`src/rtl/hazard_pkg.sv`:
```
// Shared constants and types for the decode-stage hazard scoreboard.
package hazard_pkg;

  localparam int unsigned NUM_REGS   = 32;
  localparam int unsigned REG_ADDR_W = 5;
  localparam int unsigned MAX_LAT    = 4;
  localparam int unsigned LAT_W      = 3;

  localparam int unsigned LAT_ALU  = 0;
  localparam int unsigned LAT_LOAD = 1;
  localparam int unsigned LAT_MUL  = 3;

  typedef logic [LAT_W-1:0] lat_t;

endpackage

```
`src/rtl/hazard_scoreboard_if.sv`:
```
// Decode-side bundle of the hazard scoreboard; stats ports exist only with HAZARD_STATS_EN.
interface hazard_scoreboard_if
  import hazard_pkg::*;
#(
  parameter int unsigned NumRegs  = NUM_REGS,
  parameter int unsigned RegAddrW = REG_ADDR_W,
  parameter int unsigned LatW     = LAT_W
) ();

  logic                IssueValidD;
  logic                RegWriteEnD;
  logic [RegAddrW-1:0] RdD;
  logic [RegAddrW-1:0] Rs1D;
  logic [RegAddrW-1:0] Rs2D;
  logic                Rs1UsedD;
  logic                Rs2UsedD;
  logic [LatW-1:0]     LatClassD;
  logic                BranchTakenD;

  logic                PCWriteF;
  logic                IF_IDWriteF;
  logic                IF_IDFlushF;
  logic                ID_EXBubbleE;
  logic                StallD;
  logic [NumRegs-1:0]  BusyVec;
`ifdef HAZARD_STATS_EN
  logic [31:0]         StallCycles;
  logic [31:0]         FlushCount;
`endif

  modport master (
    output IssueValidD, RegWriteEnD, RdD, Rs1D, Rs2D, Rs1UsedD, Rs2UsedD, LatClassD,
    output BranchTakenD,
    input  PCWriteF, IF_IDWriteF, IF_IDFlushF, ID_EXBubbleE, StallD, BusyVec
`ifdef HAZARD_STATS_EN
    , input StallCycles, FlushCount
`endif
  );

  modport slave (
    input  IssueValidD, RegWriteEnD, RdD, Rs1D, Rs2D, Rs1UsedD, Rs2UsedD, LatClassD,
    input  BranchTakenD,
    output PCWriteF, IF_IDWriteF, IF_IDFlushF, ID_EXBubbleE, StallD, BusyVec
`ifdef HAZARD_STATS_EN
    , output StallCycles, FlushCount
`endif
  );

endinterface

```
`src/rtl/hazard_reg_counter.sv`:
```
// Per-register countdown of cycles until a pending result becomes forwardable.
module hazard_reg_counter
  import hazard_pkg::*;
#(
  parameter int unsigned LatW = LAT_W
) (
  input  logic            clk,
  input  logic            rst,
  input  logic            load_en,
  input  logic [LatW-1:0] load_val,
  output logic            busy
);

  logic [LatW-1:0] count_q, count_d;

  // A new writer overrides the decrement on the same edge.
  always_comb begin
    count_d = count_q;
    if (load_en) begin
      count_d = load_val;
    end else if (count_q != '0) begin
      count_d = count_q - LatW'(1);
    end
  end

  always_ff @(posedge clk) begin
    if (rst) begin
      count_q <= '0;
    end else begin
      count_q <= count_d;
    end
  end

  assign busy = (count_q != '0);

endmodule

```
`src/rtl/hazard_scoreboard.sv`:
```
// Decode-stage hazard unit: per-register latency scoreboard driving stall, flush and bubble.
// Optional stall/flush statistics counters are built when HAZARD_STATS_EN is defined.
module hazard_scoreboard
  import hazard_pkg::*;
#(
  parameter int unsigned NumRegs  = NUM_REGS,
  parameter int unsigned RegAddrW = REG_ADDR_W,
  parameter int unsigned MaxLat   = MAX_LAT,
  parameter int unsigned LatW     = LAT_W
) (
  input logic               clk,
  input logic               rst,
  hazard_scoreboard_if.slave hif
);

  localparam logic [LatW-1:0] MaxLatV = LatW'(MaxLat);

  logic [NumRegs-1:0] busy;
  logic [LatW-1:0]    lat_clamped;
  logic               rs1_haz, rs2_haz;
  logic               stall, issue, wr_en, flush;

  assign busy[0] = 1'b0;

  // Hazard lookups see only the pre-edge state, so an instruction reading its own Rd
  // is not blocked by itself.
  assign rs1_haz = hif.IssueValidD & hif.Rs1UsedD & (hif.Rs1D != '0) & busy[hif.Rs1D];
  assign rs2_haz = hif.IssueValidD & hif.Rs2UsedD & (hif.Rs2D != '0) & busy[hif.Rs2D];

  assign stall       = ~rst & (rs1_haz | rs2_haz);
  assign issue       = ~rst & hif.IssueValidD & ~stall;
  assign wr_en       = issue & hif.RegWriteEnD & (hif.RdD != '0);
  assign flush       = hif.BranchTakenD & issue;
  assign lat_clamped = (hif.LatClassD > MaxLatV) ? MaxLatV : hif.LatClassD;

  for (genvar r = 1; r < NumRegs; r++) begin : g_reg
    hazard_reg_counter #(
      .LatW(LatW)
    ) u_cnt (
      .clk     (clk),
      .rst     (rst),
      .load_en (wr_en && (hif.RdD == RegAddrW'(r))),
      .load_val(lat_clamped),
      .busy    (busy[r])
    );
  end

  assign hif.StallD       = stall;
  assign hif.PCWriteF     = ~rst & ~stall;
  assign hif.IF_IDWriteF  = ~rst & ~stall;
  assign hif.ID_EXBubbleE = rst | stall;
  assign hif.IF_IDFlushF  = rst | flush;
  assign hif.BusyVec      = rst ? '0 : busy;

`ifdef HAZARD_STATS_EN
  logic [31:0] stall_cnt_q, flush_cnt_q;

  // Saturating: the counters stick at all-ones rather than wrapping.
  always_ff @(posedge clk) begin
    if (rst) begin
      stall_cnt_q <= '0;
      flush_cnt_q <= '0;
    end else begin
      if (stall && (stall_cnt_q != '1)) begin
        stall_cnt_q <= stall_cnt_q + 32'd1;
      end
      if (flush && (flush_cnt_q != '1)) begin
        flush_cnt_q <= flush_cnt_q + 32'd1;
      end
    end
  end

  assign hif.StallCycles = stall_cnt_q;
  assign hif.FlushCount  = flush_cnt_q;
`endif

endmodule

```
`src/flat_wrapper.sv`:
```
// flat-port wrapper written by rule: the top's interface ports become plain ports
module hazard_scoreboard_flat import hazard_pkg::*;
#(
  parameter int unsigned NumRegs  = NUM_REGS,
  parameter int unsigned RegAddrW = REG_ADDR_W,
  parameter int unsigned MaxLat   = MAX_LAT,
  parameter int unsigned LatW     = LAT_W
)
  (clk, rst, hif_IssueValidD, hif_RegWriteEnD, hif_RdD, hif_Rs1D, hif_Rs2D, hif_Rs1UsedD, hif_Rs2UsedD, hif_LatClassD, hif_BranchTakenD, hif_PCWriteF, hif_IF_IDWriteF, hif_IF_IDFlushF, hif_ID_EXBubbleE, hif_StallD, hif_BusyVec);
  hazard_scoreboard_if #(.NumRegs(NumRegs), .RegAddrW(RegAddrW), .LatW(LatW)) hif_i ();
  input logic clk;
  input logic rst;
  input wire logic [$bits(hif_i.IssueValidD)-1:0] hif_IssueValidD;
  input wire logic [$bits(hif_i.RegWriteEnD)-1:0] hif_RegWriteEnD;
  input wire logic [$bits(hif_i.RdD)-1:0] hif_RdD;
  input wire logic [$bits(hif_i.Rs1D)-1:0] hif_Rs1D;
  input wire logic [$bits(hif_i.Rs2D)-1:0] hif_Rs2D;
  input wire logic [$bits(hif_i.Rs1UsedD)-1:0] hif_Rs1UsedD;
  input wire logic [$bits(hif_i.Rs2UsedD)-1:0] hif_Rs2UsedD;
  input wire logic [$bits(hif_i.LatClassD)-1:0] hif_LatClassD;
  input wire logic [$bits(hif_i.BranchTakenD)-1:0] hif_BranchTakenD;
  output wire logic [$bits(hif_i.PCWriteF)-1:0] hif_PCWriteF;
  output wire logic [$bits(hif_i.IF_IDWriteF)-1:0] hif_IF_IDWriteF;
  output wire logic [$bits(hif_i.IF_IDFlushF)-1:0] hif_IF_IDFlushF;
  output wire logic [$bits(hif_i.ID_EXBubbleE)-1:0] hif_ID_EXBubbleE;
  output wire logic [$bits(hif_i.StallD)-1:0] hif_StallD;
  output wire logic [$bits(hif_i.BusyVec)-1:0] hif_BusyVec;
  assign hif_i.IssueValidD = hif_IssueValidD;
  assign hif_i.RegWriteEnD = hif_RegWriteEnD;
  assign hif_i.RdD = hif_RdD;
  assign hif_i.Rs1D = hif_Rs1D;
  assign hif_i.Rs2D = hif_Rs2D;
  assign hif_i.Rs1UsedD = hif_Rs1UsedD;
  assign hif_i.Rs2UsedD = hif_Rs2UsedD;
  assign hif_i.LatClassD = hif_LatClassD;
  assign hif_i.BranchTakenD = hif_BranchTakenD;
  assign hif_PCWriteF = hif_i.PCWriteF;
  assign hif_IF_IDWriteF = hif_i.IF_IDWriteF;
  assign hif_IF_IDFlushF = hif_i.IF_IDFlushF;
  assign hif_ID_EXBubbleE = hif_i.ID_EXBubbleE;
  assign hif_StallD = hif_i.StallD;
  assign hif_BusyVec = hif_i.BusyVec;
  hazard_scoreboard #(.NumRegs(NumRegs), .RegAddrW(RegAddrW), .MaxLat(MaxLat), .LatW(LatW)) u_core (.clk(clk), .rst(rst), .hif(hif_i));
endmodule
```
`config.mk`:
```
export PLATFORM = sky130hd
export DESIGN_NAME = hazard_scoreboard_flat
export DESIGN_NICKNAME = d
export VERILOG_FILES = /design/src/rtl/hazard_pkg.sv /design/src/rtl/hazard_scoreboard_if.sv /design/src/rtl/hazard_reg_counter.sv /design/src/rtl/hazard_scoreboard.sv /design/src/flat_wrapper.sv
export SDC_FILE = /design/constraint.sdc
export NUM_CORES = 1
export LEC_CHECK = 0
export BUFFER_PORTS_ARGS = -buffer_cell sky130_fd_sc_hd__buf_2
export CORE_ASPECT_RATIO = 1.25
export CORE_MARGIN = 4
export CORE_UTILIZATION = 62
export CTS_BUF_LIST = sky130_fd_sc_hd__clkbuf_8
export DETAILED_ROUTE_END_ITERATION = 10
export GPL_TIMING_DRIVEN = 0
export PLACE_DENSITY_LB_ADDON = 0.2
export SETUP_SLACK_MARGIN = 0.02
export SLEW_MARGIN = 10
export SYNTH_ARGS = -nofsm -noshare
export SYNTH_HDL_FRONTEND = slang
export SYNTH_SLANG_ARGS = --single-unit
```
`constraint.sdc`:
```
create_clock -name clk -period 3.5 [get_ports clk]
set_input_delay 0.175 -clock clk [delete_from_list [all_inputs] [get_ports clk]]
set_output_delay 0.175 -clock clk [all_outputs]
set_load 0.005 [all_outputs]
```
==> flow_metrics.tcl <==
set metrics [dict create \
    status "completed" \
    worst_ep_arrival_time_ns 3.18 \
    core_area_mm2 0.01067 \
    hpwl_um 12840 \
    antenna_found_initial 0 \
    grtUsageTotal_pct 27.05 \
    final_nets 948 \
    largestRegisters "u_core.g.u_cnt.count_q x93" \
    avgSynthCellArea_um2 8.513 \
    clk_pin_slew_worst_paths_ns 0.09 \
    met2_length_um 8357 \
    drv_slew 0 \
    crit_type "reg2out" \
    die_area_mm2 0.01279 \
    synth-edff-count 0 \
    power_mw 7.205 \
    seq_area_frac_synth_pct 27.20 \
    r2r_start "u_core.g_reg[13].u_cnt.count_q[0]$_SDFFE_PP0P_" \
    synthArstFlopShare_pct 0 \
    hold_depth 4 \
    portBuffers 56 \
    num_io_pins 62 \
    cts_hold_buffers 0 \
    post_drt_via_cell_ratio 5.901 \
    rows 42 \
    grt_overflow 0 \
    rr_worst_depth 12 \
    drtPass1Iterations 5 \
    cp.required_ns 3.32 \
    place_ws_ns 0.2395 \
    post-route-drc-count 0 \
    vias 5883 \
    postRouteAntennaNets 0 \
    final-setup-viol-count 0 \
    cts.sinks 93 \
    p_leak_nw 3.280 \
    worst_slew_pin_slew_ns 0.7963 \
    drt-wirelength-per-cell_um 16.97 \
    hold_end "u_core.g_reg[1].u_cnt.count_q[0]$_SDFFE_PP0P_" \
    cts_tree "built" \
    synthCells 804 \
    synth.area.top_cells "dfxtp_1 (27%), mux2_2 (14%), ha_1 (11%)" \
    wl_met1_um 6729 \
    start_util_pct 64.16 \
    worst_skew_pair.late_latency_ns 0.37 \
    finalHoldViolCount 0 \
    fillers 860 \
    end_kind "primary output" \
    cp-start-kind "flop" \
    die_y_um 125.5 \
    num_antenna_cells 0 \
    worstHoldPathType "in2reg" \
    htree_levels 3 \
    yosysTopAreaCell "dfxtp_1" \
    ys_ff_latch 93 \
    peakVddDrop_uv 573.0 \
    final_cell_area_mm2 0.007566 \
    grt_start_max_net_pins 17 \
    placed_area_mm2 0.007289 \
    worstReg2RegEnd "u_core.g_reg[29].u_cnt.count_q[2]$_SDFFE_PP0P_" \
    numCtsBuffers 9 \
    top_register "u_core.g.u_cnt.count_q" \
    syn_to_final_growth_pct 10.55 \
    ys.flop_type "dfxtp_1" \
    rrSetupSlack_ns 0.21 \
    clock_path_buffers 2 \
    syn_area_mm2 0.006844 \
    gp_congestion 0.9279 \
    drt_wl_total_um 16920 \
    yosysWarnings 0 \
    root_buffer "clkbuf_8" \
    synthesis.nets 891 \
    synth.distinct_cells 50 \
    synth_top_area_share_pct 27.20 \
    drt_iter0_drc 456 \
    dr_wl_met3_um 1119 \
    setup_tns_ns 0 \
    grt_setup_unrepaired "no" \
    fin_ws_ns 0.1484 \
    grt_pass1_wl_um 27460 \
    power_density_mw_per_mm2 952.3 \
    cp_max_fo 10 \
    final_util_pct 70.92 \
    drive_gt1_share_pct 27.28 \
    largest_reg_flops 93 \
    period_needed_ns 3.352 \
    cap_violations 0 \
    grt_pass1_vias 5843 \
    hp-start "hif_RdD[1]" \
    slew-limit-headroom_pct 46.72 \
    clock_skew_ns 0.008890 \
    fin_crit_sh_pct 95.76 \
    fp.dieW_um 102.0 \
    max_freq_ghz 0.2984 \
    highest_layer "met4" \
]
how the worst max path moves through the flow:
| stage | start | end |
|---|---|---|
| floorplan | u_core.g_reg[31].u_cnt.count_q[0]$_SDFFE_PP0P_ | u_core.g_reg[10].u_cnt.count_q[0]$_SDFFE_PP0P_ |
| global placement | u_core.g_reg[31].u_cnt.count_q[0]$_SDFFE_PP0P_ | hif_IF_IDFlushF |
| detailed placement | u_core.g_reg[4].u_cnt.count_q[0]$_SDFFE_PP0P_ | hif_ID_EXBubbleE |
| CTS | u_core.g_reg[21].u_cnt.count_q[0]$_SDFFE_PP0P_ | hif_IF_IDFlushF |
| global route | u_core.g_reg[8].u_cnt.count_q[0]$_SDFFE_PP0P_ | hif_IF_IDFlushF |
| finish | u_core.g_reg[13].u_cnt.count_q[0]$_SDFFE_PP0P_ | hif_IF_IDFlushF |
layer usage:
metal	up-vias	GRT usage [%]
met5	-	0
met4	0	12.59
met3	57	4.680
met2	222	46.27
met1	2814	32.39
li1	2790	-
Yosys cell counts (2+ instances only):
cell type / number
a211oi_1: 4
mux4_2: 12
nor2b_1: 8
o2111ai_2: 22
buf_6: 2
a221oi_1: 2
o2111a_1: 6
nor3b_1: 5
ha_1: 62
nand2_1: 9
clkbuf_1: 41
buf_1: 17
nand2b_1: 5
o211ai_2: 3
inv_1: 92
mux2_2: 85
buf_4: 5
mux2i_1: 6
or3_1: 2
nor2_1: 193
xor2_1: 29
a21oi_1: 61
xnor2_1: 2
mux2_1: 9
dfxtp_1: 93
buf_2: 5
layout make-up:
type                       count  area (um2)  area share, %
sequential                    93        1864          24.64
inverter                      92       345.3          4.564
buffer                        51       229.0          3.026
tap                          132       165.2          2.183
timing repair buffer          66       355.3          4.697
clock buffer                  10       137.6          1.819
clock inverter                 5       21.27         0.2811
multi-input combinational    548        4448          58.79
power breakdown:
part           total (mW)  internal, mW  switching, mW
Combinational        4.73          2.23           2.50
Clock               0.629         0.264          0.365
Sequential           1.84          1.58          0.269
logic make-up after synthesis:
kind of cell               count (synthesis)  synth area share, %
and+or+nand+nor                          233                14.17
buffers and inverters                    163                9.543
DFF                                       93                27.20
other                                      1              0.05479
AOI/OAI and AO/OA                        109                13.44
muxes                                    112                20.29
adders and majority gates                 62                11.33
xor gates and xnor gates                  31                3.967
layout by cell type (no fill, tap or decap), drive strengths merged, types with 2 or more instances in the layout:
cell	count
buf	83
mux2i	6
nor2	193
o2111ai	22
or3	2
clkinv	2
nor3b	5
ha	62
xnor2	2
a221oi	2
or2	2
nand2	9
dfxtp	93
a21oi	62
nand2b	5
inv	95
o2111a	6
a211oi	4
xor2	29
nor2b	9
mux4	12
o211ai	4
clkbuf	44
mux2	94
worst max-delay path, stage by stage, from the launching register on:
cell and delay (ns):
dfxtp_1 0.35, inv_1 0.06, ha_1 0.20, ha_1 0.19, buf_1 0.20, mux4_2 0.51, mux2_2 0.28, o32ai_2 0.32
a21oi_4 0.12, buf_4 0.17, a41o_1 0.27, buf_2 0.14
metrics by stage:
step                hold slack (ns)  std cells
global route                 0.3060        997
floorplan                    0.4590        804
CTS                          0.2686        990
global placement             0.5653        992
detailed placement           0.5913        992
finish                       0.2843        997
what timing repair did:
item	4_1_cts	5_1_grt
gates resized for setup	7	22
setup buffers	1	9
endpoints found under the setup margin	5	37
endpoints found under the hold margin	0	0
pin swaps	1	2
No activity file was read; power rests on OpenSTA's default activity.
